--- src/rtl/risa_pkg.sv ---
// risa_pkg: opcodes, scheduler states and command-argument packing for array_tile_scheduler.
package risa_pkg;
  typedef enum logic [2:0] {
    OP_NONE     = 3'd0,
    OP_LOAD_W   = 3'd1,
    OP_FEED_ACC = 3'd2,
    OP_FEED_CLR = 3'd3,
    OP_REQUANT  = 3'd4
  } op_e;
  typedef enum logic [2:0] {
    S_IDLE, S_ISSUE_W, S_WAIT_W, S_ISSUE_F, S_WAIT_F, S_ISSUE_Q, S_WAIT_Q, S_FINISH
  } state_e;
  // Argument is {n_idx, k_idx}; callers truncate to their ARG_W.
  function automatic logic [63:0] pack_arg(input logic [31:0] n_idx, input logic [31:0] k_idx,
                                           input int tile_w);
    return (64'(n_idx) << tile_w) | 64'(k_idx);
  endfunction
endpackage

--- src/rtl/array_tile_scheduler.sv ---
// array_tile_scheduler: sequences weight-load, feed and requant commands over a k x n tile job.
module array_tile_scheduler
  import risa_pkg::*;
#(
  parameter int TILE_W = 8,
  parameter int ARG_W  = 16
) (
  input  logic              clk,
  input  logic              rstn,
  input  logic              job_valid,
  output logic              job_ready,
  input  logic [TILE_W-1:0] job_k_tiles,
  input  logic [TILE_W-1:0] job_n_tiles,
  input  logic              abort,
  output logic              cb_cmd_valid,
  input  logic              cb_cmd_ready,
  output logic              rb_cmd_valid,
  input  logic              rb_cmd_ready,
  output logic              rq_cmd_valid,
  input  logic              rq_cmd_ready,
  output logic [2:0]        cmd_op,
  output logic [ARG_W-1:0]  cmd_arg,
  input  logic              cb_done,
  input  logic              rb_done,
  input  logic              rq_done,
  output logic              busy,
  output logic              job_done,
  output logic              err
);
  state_e            r_state, w_state_nxt;
  logic [TILE_W-1:0] r_k_tiles, r_n_tiles, r_k_idx, r_n_idx, w_k_nxt, w_n_nxt;
  logic [2:0]        r_cmd_op, w_op_nxt;
  logic [ARG_W-1:0]  r_cmd_arg, w_arg_nxt;
  logic              r_err, w_accept, w_k_last, w_n_last, w_stray, w_abort, w_issue_nxt;
  assign w_accept = job_valid && job_ready;
  assign w_abort  = abort && r_state != S_IDLE;
  assign w_k_last = r_k_idx == r_k_tiles - TILE_W'(1);
  assign w_n_last = r_n_idx == r_n_tiles - TILE_W'(1);
  // A done outside its own WAIT state (including one coincident with its handshake) is a protocol error.
  assign w_stray  = (cb_done && r_state != S_WAIT_W) || (rb_done && r_state != S_WAIT_F) ||
                    (rq_done && r_state != S_WAIT_Q);
  always_comb begin
    w_state_nxt = r_state;
    w_k_nxt     = r_k_idx;
    w_n_nxt     = r_n_idx;
    if (w_abort) w_state_nxt = (r_state == S_FINISH) ? S_IDLE : S_FINISH;
    else
      case (r_state)
        S_IDLE: if (w_accept) begin
          w_state_nxt = S_ISSUE_W;
          w_k_nxt     = '0;
          w_n_nxt     = '0;
        end
        S_ISSUE_W: if (cb_cmd_ready) w_state_nxt = S_WAIT_W;
        S_WAIT_W:  if (cb_done) w_state_nxt = S_ISSUE_F;
        S_ISSUE_F: if (rb_cmd_ready) w_state_nxt = S_WAIT_F;
        S_WAIT_F:  if (rb_done) begin
          w_state_nxt = w_k_last ? S_ISSUE_Q : S_ISSUE_W;
          w_k_nxt     = w_k_last ? r_k_idx : r_k_idx + TILE_W'(1);
        end
        S_ISSUE_Q: if (rq_cmd_ready) w_state_nxt = S_WAIT_Q;
        S_WAIT_Q:  if (rq_done) begin
          w_state_nxt = w_n_last ? S_FINISH : S_ISSUE_W;
          w_k_nxt     = w_n_last ? r_k_idx : '0;
          w_n_nxt     = w_n_last ? r_n_idx : r_n_idx + TILE_W'(1);
        end
        default: w_state_nxt = S_IDLE;
      endcase
  end
  // Command fields are loaded on entry to an issue state so they are stable while valid waits.
  assign w_issue_nxt = w_state_nxt == S_ISSUE_W || w_state_nxt == S_ISSUE_F || w_state_nxt == S_ISSUE_Q;
  assign w_op_nxt    = (w_state_nxt == S_ISSUE_W) ? OP_LOAD_W :
                       (w_state_nxt == S_ISSUE_F) ? ((w_k_nxt == '0) ? OP_FEED_CLR : OP_FEED_ACC) :
                       (w_state_nxt == S_ISSUE_Q) ? OP_REQUANT : r_cmd_op;
  assign w_arg_nxt   = w_issue_nxt ? ARG_W'(pack_arg(32'(w_n_nxt), 32'(w_k_nxt), TILE_W)) : r_cmd_arg;
  always_ff @(posedge clk or negedge rstn) begin
    if (!rstn) begin
      r_state   <= S_IDLE;
      r_k_tiles <= '0;
      r_n_tiles <= '0;
      r_k_idx   <= '0;
      r_n_idx   <= '0;
      r_cmd_op  <= '0;
      r_cmd_arg <= '0;
      r_err     <= 1'b0;
    end else begin
      r_state   <= w_state_nxt;
      r_k_idx   <= w_k_nxt;
      r_n_idx   <= w_n_nxt;
      r_cmd_op  <= w_op_nxt;
      r_cmd_arg <= w_arg_nxt;
      r_err     <= w_accept ? 1'b0 : (r_err || w_stray);
      if (w_accept) begin
        r_k_tiles <= (job_k_tiles == '0) ? TILE_W'(1) : job_k_tiles;
        r_n_tiles <= (job_n_tiles == '0) ? TILE_W'(1) : job_n_tiles;
      end
    end
  end
  assign job_ready    = r_state == S_IDLE;
  assign busy         = r_state != S_IDLE;
  assign job_done     = r_state == S_FINISH;
  assign err          = r_err;
  assign cb_cmd_valid = r_state == S_ISSUE_W && !abort;
  assign rb_cmd_valid = r_state == S_ISSUE_F && !abort;
  assign rq_cmd_valid = r_state == S_ISSUE_Q && !abort;
  assign cmd_op       = r_cmd_op;
  assign cmd_arg      = r_cmd_arg;
endmodule

--- config.mk ---
export PLATFORM = sky130hd
export DESIGN_NAME = array_tile_scheduler
export DESIGN_NICKNAME = d
export VERILOG_FILES = /design/src/rtl/risa_pkg.sv /design/src/rtl/array_tile_scheduler.sv
export SDC_FILE = /design/constraint.sdc
export NUM_CORES = 1
export LEC_CHECK = 0
export ABC_AREA = 0
export BUFFER_PORTS_ARGS = -buffer_cell sky130_fd_sc_hd__buf_4
export CORE_MARGIN = 4
export CORE_UTILIZATION = 50
export DETAILED_ROUTE_END_ITERATION = 10
export GPL_TIMING_DRIVEN = 0
export PLACE_DENSITY = 0.72
export SYNTH_ARGS = -nofsm -noshare
export SYNTH_HDL_FRONTEND = slang
export SYNTH_SLANG_ARGS = --single-unit
--- constraint.sdc ---
create_clock -name clk -period 3.4 [get_ports clk]
set_input_delay 0.51 -clock clk [delete_from_list [all_inputs] [get_ports clk]]
set_output_delay 0.51 -clock clk [all_outputs]
set_load 0.005 [all_outputs]
* Word-level counts from Yosys, hierarchy flattened
Cells that the tools add are included.
Storage, ports and cells: flip-flop bits (word level) 55, bits of input ports 26, output and inout port bits 26
Operators by class: add/subtract/negate cells 4, equal/unequal tests 15, mux-type cells 31, bitwise operators 1, reductions and logical operators 20
Operators by type and width (number):
- 2-to-1 mux 8 bit | 12
- 2-to-1 mux 3 bit | 14
- logical NOT 8 bit | 3
- case mux 8 bit (3 select lines) | 1
- case mux 3 bit (7 select lines) | 1
- adder 8 x 1 -> 8 bit, second input constant | 2
- equality test 8 bit | 2
- OR 16 x 8 -> 16 bit | 1
- case mux 8 bit (2 select lines) | 1
- subtractor 8 x 1 -> 8 bit, second input constant | 2
- equality test 3 bit, second input constant | 5
- equality test 3 x 2 -> 1 bit, second input constant | 3
- logical AND 1 bit | 8
- equality test 3 x 1 -> 1 bit, second input constant | 2
- inequality test 3 bit, second input constant | 2
- nonzero test 3 bit | 2
- logical OR 1 bit | 5
- logical NOT 3 bit | 1
- inequality test 3 x 2 -> 1 bit, second input constant | 1
- 2-to-1 mux 1 bit | 2
- logical NOT 1 bit | 1

* Logic depth before layout (Yosys ltp)
Gate-level depths: netlist of the first run.
depth after elaboration 10, depth in mapped cells 12, gate-level depth less buffers 10

* Worst setup path after synthesis of the first run
OpenSTA, ideal clock, no wires.
path type flip-flop to flip-flop, start point register r_n_tiles[0], end point register r_cmd_arg[0], in the netlist cmd_arg[0], setup time 0.128 ns, arrival 2.976 ns, data required time 3.272 ns, slack 0.296 ns, cell stages (with the launch flop) 10, path buffers 2, cells stage by stage dfrtp_1 or4_1 a2111oi_1 nor3b_1 o41a_1 a221o_1 a32o_1 buf_2 buf_6 mux2_1
On the way: cells in the longest elaborated chain, start to end 9
RTL lines:
- from (decl) | RTL line array_tile_scheduler.sv:31 | logic [TILE_W-1:0] r_k_tiles, r_n_tiles, r_k_idx, r_n_idx, w_k_nxt, w_n_nxt;
- from (signal assigned) | RTL line array_tile_scheduler.sv:95 | r_n_tiles <= (job_n_tiles == '0) ? TILE_W'(1) : job_n_tiles;
- subtractor 8 x 1 -> 8 bit (*) | RTL line array_tile_scheduler.sv:38 | assign w_n_last = r_n_idx == r_n_tiles - TILE_W'(1);
- equality test 8 bit (*) | RTL line array_tile_scheduler.sv:38
- 2-to-1 mux 3 bit | RTL line array_tile_scheduler.sv:63 | w_state_nxt = w_n_last ? S_FINISH : S_ISSUE_W;
- 2-to-1 mux 3 bit | RTL line array_tile_scheduler.sv:62 | S_WAIT_Q: if (rq_done) begin
- case mux 3 bit (7 select lines) | RTL line array_tile_scheduler.sv:48 | case (r_state)
- 2-to-1 mux 3 bit | RTL line array_tile_scheduler.sv:46 | if (w_abort) w_state_nxt = (r_state == S_FINISH) ? S_IDLE : S_FINISH;
- equality test 3 x 1 -> 1 bit or equality test 3 x 2 -> 1 bit (tied branches) | RTL line array_tile_scheduler.sv:71 | assign w_issue_nxt = w_state_nxt == S_ISSUE_W || w_state_nxt == S_ISSUE_F || w_state_nxt == S_ISSUE_Q;
- logical OR 1 bit (2 in a row) | RTL line array_tile_scheduler.sv:71
- to (signal assigned) | RTL line array_tile_scheduler.sv:91 | r_cmd_arg <= w_arg_nxt;
- to (decl) | RTL line array_tile_scheduler.sv:33 | logic [ARG_W-1:0] r_cmd_arg, w_arg_nxt;
Every way passes the cells marked *; elsewhere a longest branch is shown, timed or not. A chain may end at the register's enable or synchronous reset.

* Final worst setup path of the first run
start point register r_k_tiles[0], end point register r_cmd_arg[13], in the netlist cmd_arg[13]
On the way: cells in the longest elaborated chain, start to end 9
RTL lines:
- from (decl) | RTL line array_tile_scheduler.sv:31
- from (signal assigned) | RTL line array_tile_scheduler.sv:94 | r_k_tiles <= (job_k_tiles == '0) ? TILE_W'(1) : job_k_tiles;
- subtractor 8 x 1 -> 8 bit (*) | RTL line array_tile_scheduler.sv:37 | assign w_k_last = r_k_idx == r_k_tiles - TILE_W'(1);
- equality test 8 bit (*) | RTL line array_tile_scheduler.sv:37
- 2-to-1 mux 3 bit (*) | RTL line array_tile_scheduler.sv:58 | w_state_nxt = w_k_last ? S_ISSUE_Q : S_ISSUE_W;
- 2-to-1 mux 3 bit (*) | RTL line array_tile_scheduler.sv:57 | S_WAIT_F: if (rb_done) begin
- case mux 3 bit (7 select lines) (*) | RTL line array_tile_scheduler.sv:48
- 2-to-1 mux 3 bit (*) | RTL line array_tile_scheduler.sv:46
- equality test 3 x 1 -> 1 bit or equality test 3 x 2 -> 1 bit (tied branches) | RTL line array_tile_scheduler.sv:71
- logical OR 1 bit | RTL line array_tile_scheduler.sv:71
- logical OR 1 bit (*) | RTL line array_tile_scheduler.sv:71
Marks and branches as above.

==> results of run 1 <==
-- cell usage after synthesis (2+ instances only) --
cell type                   count  share of area
sky130_fd_sc_hd__o31a_1         2         0.0053
sky130_fd_sc_hd__nand2_1       22          0.025
sky130_fd_sc_hd__o21a_1         3         0.0068
sky130_fd_sc_hd__and2_1         4         0.0076
sky130_fd_sc_hd__a22oi_1        2         0.0046
sky130_fd_sc_hd__or4_1          4         0.0091
sky130_fd_sc_hd__nor3b_1        4         0.0091
sky130_fd_sc_hd__o21ai_0       20          0.030
sky130_fd_sc_hd__or3_1          3         0.0057
sky130_fd_sc_hd__nand2b_1      10          0.019
sky130_fd_sc_hd__mux2_1        16          0.055
sky130_fd_sc_hd__mux2_2        11          0.038
sky130_fd_sc_hd__nor4_1         6          0.011
sky130_fd_sc_hd__and4_1         3         0.0080
sky130_fd_sc_hd__nor2b_1        4         0.0076
sky130_fd_sc_hd__a32o_1         2         0.0061
sky130_fd_sc_hd__nor3_1         7          0.011
sky130_fd_sc_hd__nor2_1        11          0.013
sky130_fd_sc_hd__nand4_1        5         0.0095
sky130_fd_sc_hd__a21o_1         3         0.0068
sky130_fd_sc_hd__o21bai_1       2         0.0046
sky130_fd_sc_hd__a2111oi_0      3         0.0080
sky130_fd_sc_hd__or2_2          2         0.0038
sky130_fd_sc_hd__dfrtp_1       55           0.42
sky130_fd_sc_hd__inv_1         19          0.022
sky130_fd_sc_hd__xor2_1        11          0.029
sky130_fd_sc_hd__a221o_1        3         0.0091
sky130_fd_sc_hd__clkbuf_1      16          0.018
sky130_fd_sc_hd__a21oi_1       15          0.023
sky130_fd_sc_hd__and3_1        11          0.021
sky130_fd_sc_hd__nand3_1        8          0.012
sky130_fd_sc_hd__ha_1           4          0.015
sky130_fd_sc_hd__o31ai_1        3         0.0068
sky130_fd_sc_hd__o22ai_1        3         0.0057
sky130_fd_sc_hd__xnor2_1       10          0.027
sky130_fd_sc_hd__a31oi_1        5         0.0095
-- area by class of cell --
class | instances | area share
Sequential cell | 55 | 0.348
Inverter | 19 | 0.0180
Tap cell | 77 | 0.0244
Timing Repair Buffer | 55 | 0.104
Clock buffer | 6 | 0.0209
Buffer | 18 | 0.0196
Multi-Input combinational cell | 248 | 0.456
Clock inverter | 2 | 0.00886
-- registers in the layout (all words and copies together), names as in the netlist --
signal and cells:
cmd_arg 16, cmd_op 3, err 1, r_k_idx 8, r_k_tiles 8, r_n_idx 8
r_n_tiles 8, r_state 3
-- metal layers --
layer | vias up | share of wire | global-route usage
met4 | 0 | 0.014 | 0.0650
met5 | - | 0 | 0
li1 | 1374 | - | -
met3 | 14 | 0.037 | 0.0258
met2 | 62 | 0.50 | 0.341
met1 | 1403 | 0.45 | 0.251
-- worst register-to-register path, delay by kind of cell, from the launching register on --
family | cells | cell delay [ns]
AOI/OAI and AO/OA | 3 | 0.95
DFF | 1 | 0.43
and+or+nand+nor | 3 | 1.09
muxes | 1 | 0.32
buffers and inverters | 2 | 0.39
-- logic make-up after synthesis --
family / Yosys count / synth area share
buffers and inverters: 37 / 0.0449
AOI/OAI and AO/OA: 85 / 0.181
muxes: 28 / 0.0955
adders and majority gates: 4 / 0.0152
xor gates and xnor gates: 21 / 0.0559
and+or+nand+nor: 110 / 0.189
DFF: 55 / 0.418
-- worst max-delay path by stage --
stage                        startpoint                       to  slack (ns)  cells past startpoint
3_3_place_gp   r_n_tiles[0]$_DFFE_PN0P_   cmd_arg[0]$_DFFE_PN0P_        0.02                      9
5_1_grt        r_k_tiles[0]$_DFFE_PN0P_  cmd_arg[10]$_DFFE_PN0P_       -0.02                      9
4_1_cts        r_n_tiles[0]$_DFFE_PN0P_  cmd_arg[13]$_DFFE_PN0P_        0.02                     11
3_5_place_dp   r_n_tiles[0]$_DFFE_PN0P_  cmd_arg[13]$_DFFE_PN0P_       -0.02                      9
2_1_floorplan  r_n_tiles[0]$_DFFE_PN0P_   cmd_arg[0]$_DFFE_PN0P_        0.30                      9
6_report       r_k_tiles[0]$_DFFE_PN0P_  cmd_arg[13]$_DFFE_PN0P_        0.13                      9
-- metrics by stage --
stage / hold slack, ns / setup TNS [ns]
3_5_place_dp: 0.477 / -0.0489
3_3_place_gp: 0.469 / 0
2_1_floorplan: 0.214 / 0
5_1_grt: 0.282 / -0.0554
4_1_cts: 0.261 / 0
6_report: 0.233 / 0
-- timing repair --
action / CTS / global route
buffers inserted: 0 / 4
gates resized for setup: 0 / 8
endpoints found under the setup margin: 9 / 17
pin swaps: 1 / 5
gates cloned: 0 / 0
-- power groups by stage --
stage                     registers (mW)  clock network (mW)  logic (mW)
after floorplan                    0.984                   0        1.04
after global placement              1.03                   0        1.38
after detailed placement            1.03                   0        1.39
after CTS                           1.02               0.460        1.40
after global routing                1.05               0.486        1.60
final                               1.02               0.447        1.46
==> flow_summary.json, run 1 <==
{
  "run_status": "complete, no violations",
  "fin_worst_skew_ns": 0.00503,
  "synth_top_flop_cell": "sky130_fd_sc_hd__dfrtp_1",
  "io-pin-count": 52,
  "initial_core_util": 0.515,
  "number_of_rows_created_at_floorplan": 29,
  "synth-seq-cells": 55,
  "floorplan.die.width_um": 89.1,
  "synth_cells": 340,
  "first_global_vias": 2672,
  "synth-async-reset-ratio": 1.00,
  "clkSinkCount": 55,
  "power.ir.vdd_worst_uv": 464,
  "critical_path.reg2reg.endpoint": "cmd_arg[13]$_DFFE_PN0P_",
  "netlist_area_sq_mm": 0.00329,
  "power.share.clock": 0.153,
  "holdCritPathClass": "input port to asynchronous set/reset pin",
  "report.final.slew_viol_count": 0,
  "crit_slowest_cell": "sky130_fd_sc_hd__or4_1",
  "ff2ff_path_depth": 9,
  "detailroute.via_count": 2853,
  "critPathBufInv": 2,
  "critical-path-top-delay-family": "simple AND/OR/NAND/NOR gates",
  "worst_ep_arrival_time_ns": 3.47,
  "powerDensity_mw_per_mm2": 741,
  "worst-setup-path-type": "flip-flop to flip-flop",
  "final_min_period_over_clock_period": 0.963,
  "core_box_area_sq_mm": 0.00639,
  "route.detailed.vias_per_inst": 5.94,
  "placement.setup.worst_slack_ns": -0.0177,
  "cap_viol_max_count": 0,
  "swShare": 0.404,
  "grt_first_pass_wirelength_um": 12300,
  "place.detailed.hpwl_um": 5720,
  "leakage_power_of_the_design_nw": 1.85,
  "multiInputGateArea_sq_mm": 0.00180,
  "layout_min_cycle_time_ns": 3.27,
  "synth_sequential_area_ratio": 0.418,
  "die-area_sq_mm": 0.00794,
  "global_placer_s_final_weighted_congestion": 0.891,
  "drive_gt1_frac": 0.216,
  "final_antenna_net_count": 0,
  "grt_antenna_before_repair": 0,
  "wl_per_cell_um": 15.7,
  "most-common-layout-cells": "sky130_fd_sc_hd__dfrtp_1, sky130_fd_sc_hd__buf_4, sky130_fd_sc_hd__nand2_1",
  "syn-num-nets": 370,
  "timing_hold_violations_final": 0,
  "synth_cell_types": 64,
  "layout.cells.non_filler": 480,
  "fillerInstances": 574,
  "rrSetupSlack_ns": 0.13,
  "worstPathCellList": "or3_4, or4_1, a2111oi_4, nand3_2, a221o_1, a32o_1, buf_2, buf_6, mux2_1",
  "setup_ws_ns": 0.127,
  "share_seq_of_total_power": 0.349,
  "max_stage_delay_ns": 0.53,
  "die_h_um": 89.1,
  "worst_slew_margin_rel": 0.459,
  "detail_route.drc_violations": 0,
  "dr.first_iter.drc_count": 164,
  "path_max_fanout": 10,
  "avgSynthCellArea_sq_um": 9.67,
  "fmaxAchievable_mhz": 306,
  "max_slew.worst_pin.slew_ns": 0.805,
  "clock_path_buffers": 2,
  "cts.htree.levels": 2,
  "numCtsBuffers": 5,
  "drt_pre_antenna_iters": 5,
  "report.final.setup_viol": 0,
  "fin_area_sq_mm": 0.00395,
  "share_comb_of_total_power": 0.498,
  "area.growth.synth_to_final_pct": 20.2,
  "globalRouteOverflowTotal": 0,
  "final_net_count": 432,
  "pin_count_of_the_biggest_net_entering_global_routing": 56,
  "crit-reg2reg-launch": "r_k_tiles[0]$_DFFE_PN0P_",
  "totalPowerFinal_mw": 2.93,
  "path_clk_slew_ns": 0.10,
  "clock_latency_ns": 0.30,
  "antenna_cells": 0,
  "grtUsageTotal": 0.196,
  "clock-root-buffer": "sky130_fd_sc_hd__clkbuf_8",
  "routed_wl_um": 7550,
  "synthesis.yosys.warnings": 0,
  "net-switching-power_mw": 1.18,
  "internal_power_mw": 1.74,
  "tritoncts": "built",
  "numPlacedInstances": 468,
  "wp_data_required_ns": 3.59,
  "worstSetupStartpointType": "flip-flop",
  "final_core_util": 0.619,
  "postPlaceCellArea_sq_mm": 0.00377,
  "holdBufCountCts": 0,
  "io_buffer_count": 51,
  "synth_edf_count": 0,
  "cp-end-kind": "flip-flop",
  "seqCellArea_sq_mm": 0.00138
}
Power figures use the tool's default switching activity.
==> inputs of run 2 (changes only) <==
==> constraint.sdc (replaced) <==
create_clock -name clk -period 3.4 [get_ports clk]
set_input_delay 0.17 -clock clk [delete_from_list [all_inputs] [get_ports clk]]
set_output_delay 0.17 -clock clk [all_outputs]
set_load 0.005 [all_outputs]
==> run 2 against run 1 <==
Net effect:
- combinational power about the same
- register-to-register slack is essentially flat
- hold slack lost 0.16 ns
- cell count rose by 0.21%
- clock power hardly changed
- maximum frequency hardly changed
- die area is the same
- setup slack gained 0.0028 ns
- critical path depth stayed put
- count of clock-buffer cells in the layout is the same
- via count grew 0.70%
- global-route usage hardly changed
- largest power group unchanged
- highest routed layer unchanged
==> flow_summary.json, run 2 (same netlist as run 1, synthesis figures left out) <==
{
  "fmaxAchievable_mhz": 306,
  "route.detailed.vias_per_inst": 5.97,
  "floorplan.die.width_um": 89.1,
  "worst_slew_margin_rel": 0.459,
  "setup_ws_ns": 0.130,
  "antenna_cells": 0,
  "first_global_vias": 2684,
  "critical-path-top-delay-family": "simple AND/OR/NAND/NOR gates",
  "drt_pre_antenna_iters": 4,
  "worst_hold_slack_ns": 0.0744,
  "cts.htree.levels": 2,
  "timing_hold_violations_final": 0,
  "dr.first_iter.drc_count": 191,
  "holdCritPathClass": "input port to flip-flop",
  "crit_slowest_cell": "sky130_fd_sc_hd__or4_1",
  "report.final.setup_viol": 0,
  "critPathBufInv": 2,
  "postPlaceCellArea_sq_mm": 0.00377,
  "run_status": "complete, no violations",
  "min_to": "r_n_tiles[4]$_DFFE_PN0P_",
  "wp_data_required_ns": 3.59,
  "globalRouteOverflowTotal": 0,
  "leakage_power_of_the_design_nw": 1.85,
  "critical_path.reg2reg.endpoint": "cmd_arg[13]$_DFFE_PN0P_",
  "io_buffer_count": 51,
  "report.final.slew_viol_count": 0,
  "numCtsBuffers": 5,
  "wl_met3_um": 275,
  "io-pin-count": 52,
  "detail_route.drc_violations": 0,
  "drive_gt1_frac": 0.215,
  "worstSetupStartpoint": "r_k_tiles[0]$_DFFE_PN0P_",
  "place.detailed.hpwl_um": 5720,
  "tritoncts": "built",
  "final_net_count": 433,
  "grt_first_pass_wirelength_um": 12300,
  "hp-start": "job_n_tiles[4]",
  "grtUsageTotal": 0.196,
  "global_placer_s_final_weighted_congestion": 0.891,
  "final_min_period_over_clock_period": 0.962,
  "max_slew.worst_pin.slew_ns": 0.806,
  "layout_min_cycle_time_ns": 3.27,
  "worst-setup-path-type": "flip-flop to flip-flop",
  "die-area_sq_mm": 0.00794,
  "powerDensity_mw_per_mm2": 738,
  "die_h_um": 89.1,
  "top_layer_used": "met4",
  "worst_ep_arrival_time_ns": 3.46,
  "pin_count_of_the_biggest_net_entering_global_routing": 56,
  "max_stage_delay_ns": 0.53,
  "met2RoutedLength_um": 3780,
  "timing.hold.worst_path_depth": 3,
  "worstSetupStartpointType": "flip-flop",
  "wl_per_cell_um": 15.8,
  "placement.setup.worst_slack_ns": -0.0177,
  "rrSetupSlack_ns": 0.13,
  "met1_length_um": 3410,
  "grt_antenna_before_repair": 0,
  "core_box_area_sq_mm": 0.00639,
  "clock_path_buffers": 2,
  "final_antenna_net_count": 0,
  "clock_latency_ns": 0.30,
  "fin_area_sq_mm": 0.00396,
  "initial_core_util": 0.515,
  "totalPowerFinal_mw": 2.92,
  "crit-reg2reg-launch": "r_k_tiles[0]$_DFFE_PN0P_",
  "number_of_rows_created_at_floorplan": 29,
  "path_max_fanout": 10,
  "final_core_util": 0.620,
  "fillerInstances": 573,
  "clock-root-buffer": "sky130_fd_sc_hd__clkbuf_8",
  "path_clk_slew_ns": 0.09,
  "clkSinkCount": 55,
  "ff2ff_path_depth": 9,
  "detailroute.via_count": 2873,
  "cap_viol_max_count": 0,
  "cp-end-kind": "flip-flop",
  "most-common-layout-cells": "sky130_fd_sc_hd__dfrtp_1, sky130_fd_sc_hd__buf_4, sky130_fd_sc_hd__nand2_1",
  "routed_wl_um": 7580,
  "fin_worst_skew_ns": 0.00505,
  "area.growth.synth_to_final_pct": 20.5,
  "worstPathCellList": "or3_4, or4_1, a2111oi_4, nand3_2, a221o_1, a32o_1, buf_2, buf_6, mux2_1",
  "largest_register_ff_count": 16,
  "power.ir.vdd_worst_uv": 460
}
run 2: changes by cell type in the layout (fill, tap and decap cells not counted), sizes merged:
| cell | previous run | this run |
|---|---|---|
| dlygate4sd3 | 0 | 1 |
run 2: repair_timing:
| action | in CTS | in global routing |
|---|---|---|
| resized for setup | 0 | 8 |
| endpoints found under the setup margin | 9 | 17 |
| hold buffers | 1 | 0 |
| hold endpoints to repair | 55 | 0 |
| setup buffers | 0 | 4 |
| pin swaps | 1 | 5 |
| gates cloned | 0 | 0 |
run 2: how the worst max path moves through the flow:
stage	cells past startpoint	slack, ns	to
final	9	0.13	cmd_arg[13]$_DFFE_PN0P_
after global routing	9	-0.02	cmd_arg[10]$_DFFE_PN0P_
after CTS	11	0.02	cmd_arg[13]$_DFFE_PN0P_
after detailed placement	9	-0.02	cmd_arg[13]$_DFFE_PN0P_
after global placement	9	0.02	cmd_arg[0]$_DFFE_PN0P_
after floorplan	9	0.30	cmd_arg[0]$_DFFE_PN0P_
run 2: worst min-delay path: stages:
cell and delay [ns]:
sky130_fd_sc_hd__buf_4 0.08, sky130_fd_sc_hd__nand2_1 0.04, sky130_fd_sc_hd__o21ai_0 0.06
run 2: area by class of cell:
| cell class | count | area (sq um) | share of cell area |
|---|---|---|---|
| timing repair buffer | 56 | 423 | 0.107 |
| inverter | 19 | 71.3 | 0.0180 |
| tap | 77 | 96.3 | 0.0243 |
| clock buffer | 6 | 82.6 | 0.0208 |
| buffer | 18 | 77.6 | 0.0196 |
| sequential | 55 | 1380 | 0.347 |
| clock inverter | 2 | 35.0 | 0.00884 |
| multi-input combinational | 248 | 1800 | 0.454 |
run 2: metrics by stage:
step | std cells | TNS (ns)
3_3_place_gp | 468 | 0
2_1_floorplan | 340 | 0
6_report | 481 | 0
3_5_place_dp | 468 | -0.0489
4_1_cts | 477 | 0
5_1_grt | 481 | -0.0554
run 2: routing by layer:
layer	vias up	global-route usage
li1	1379	-
met1	1416	0.251
met2	64	0.342
met3	14	0.0258
met4	0	0.0650
met5	-	0
run 2: power breakdown:
| part | internal [mW] | total (mW) | switching (mW) |
|---|---|---|---|
| clock network | 0.239 | 0.445 | 0.207 |
| registers | 0.832 | 1.02 | 0.190 |
| logic | 0.675 | 1.46 | 0.782 |
| total | 1.75 | 2.92 | 1.18 |
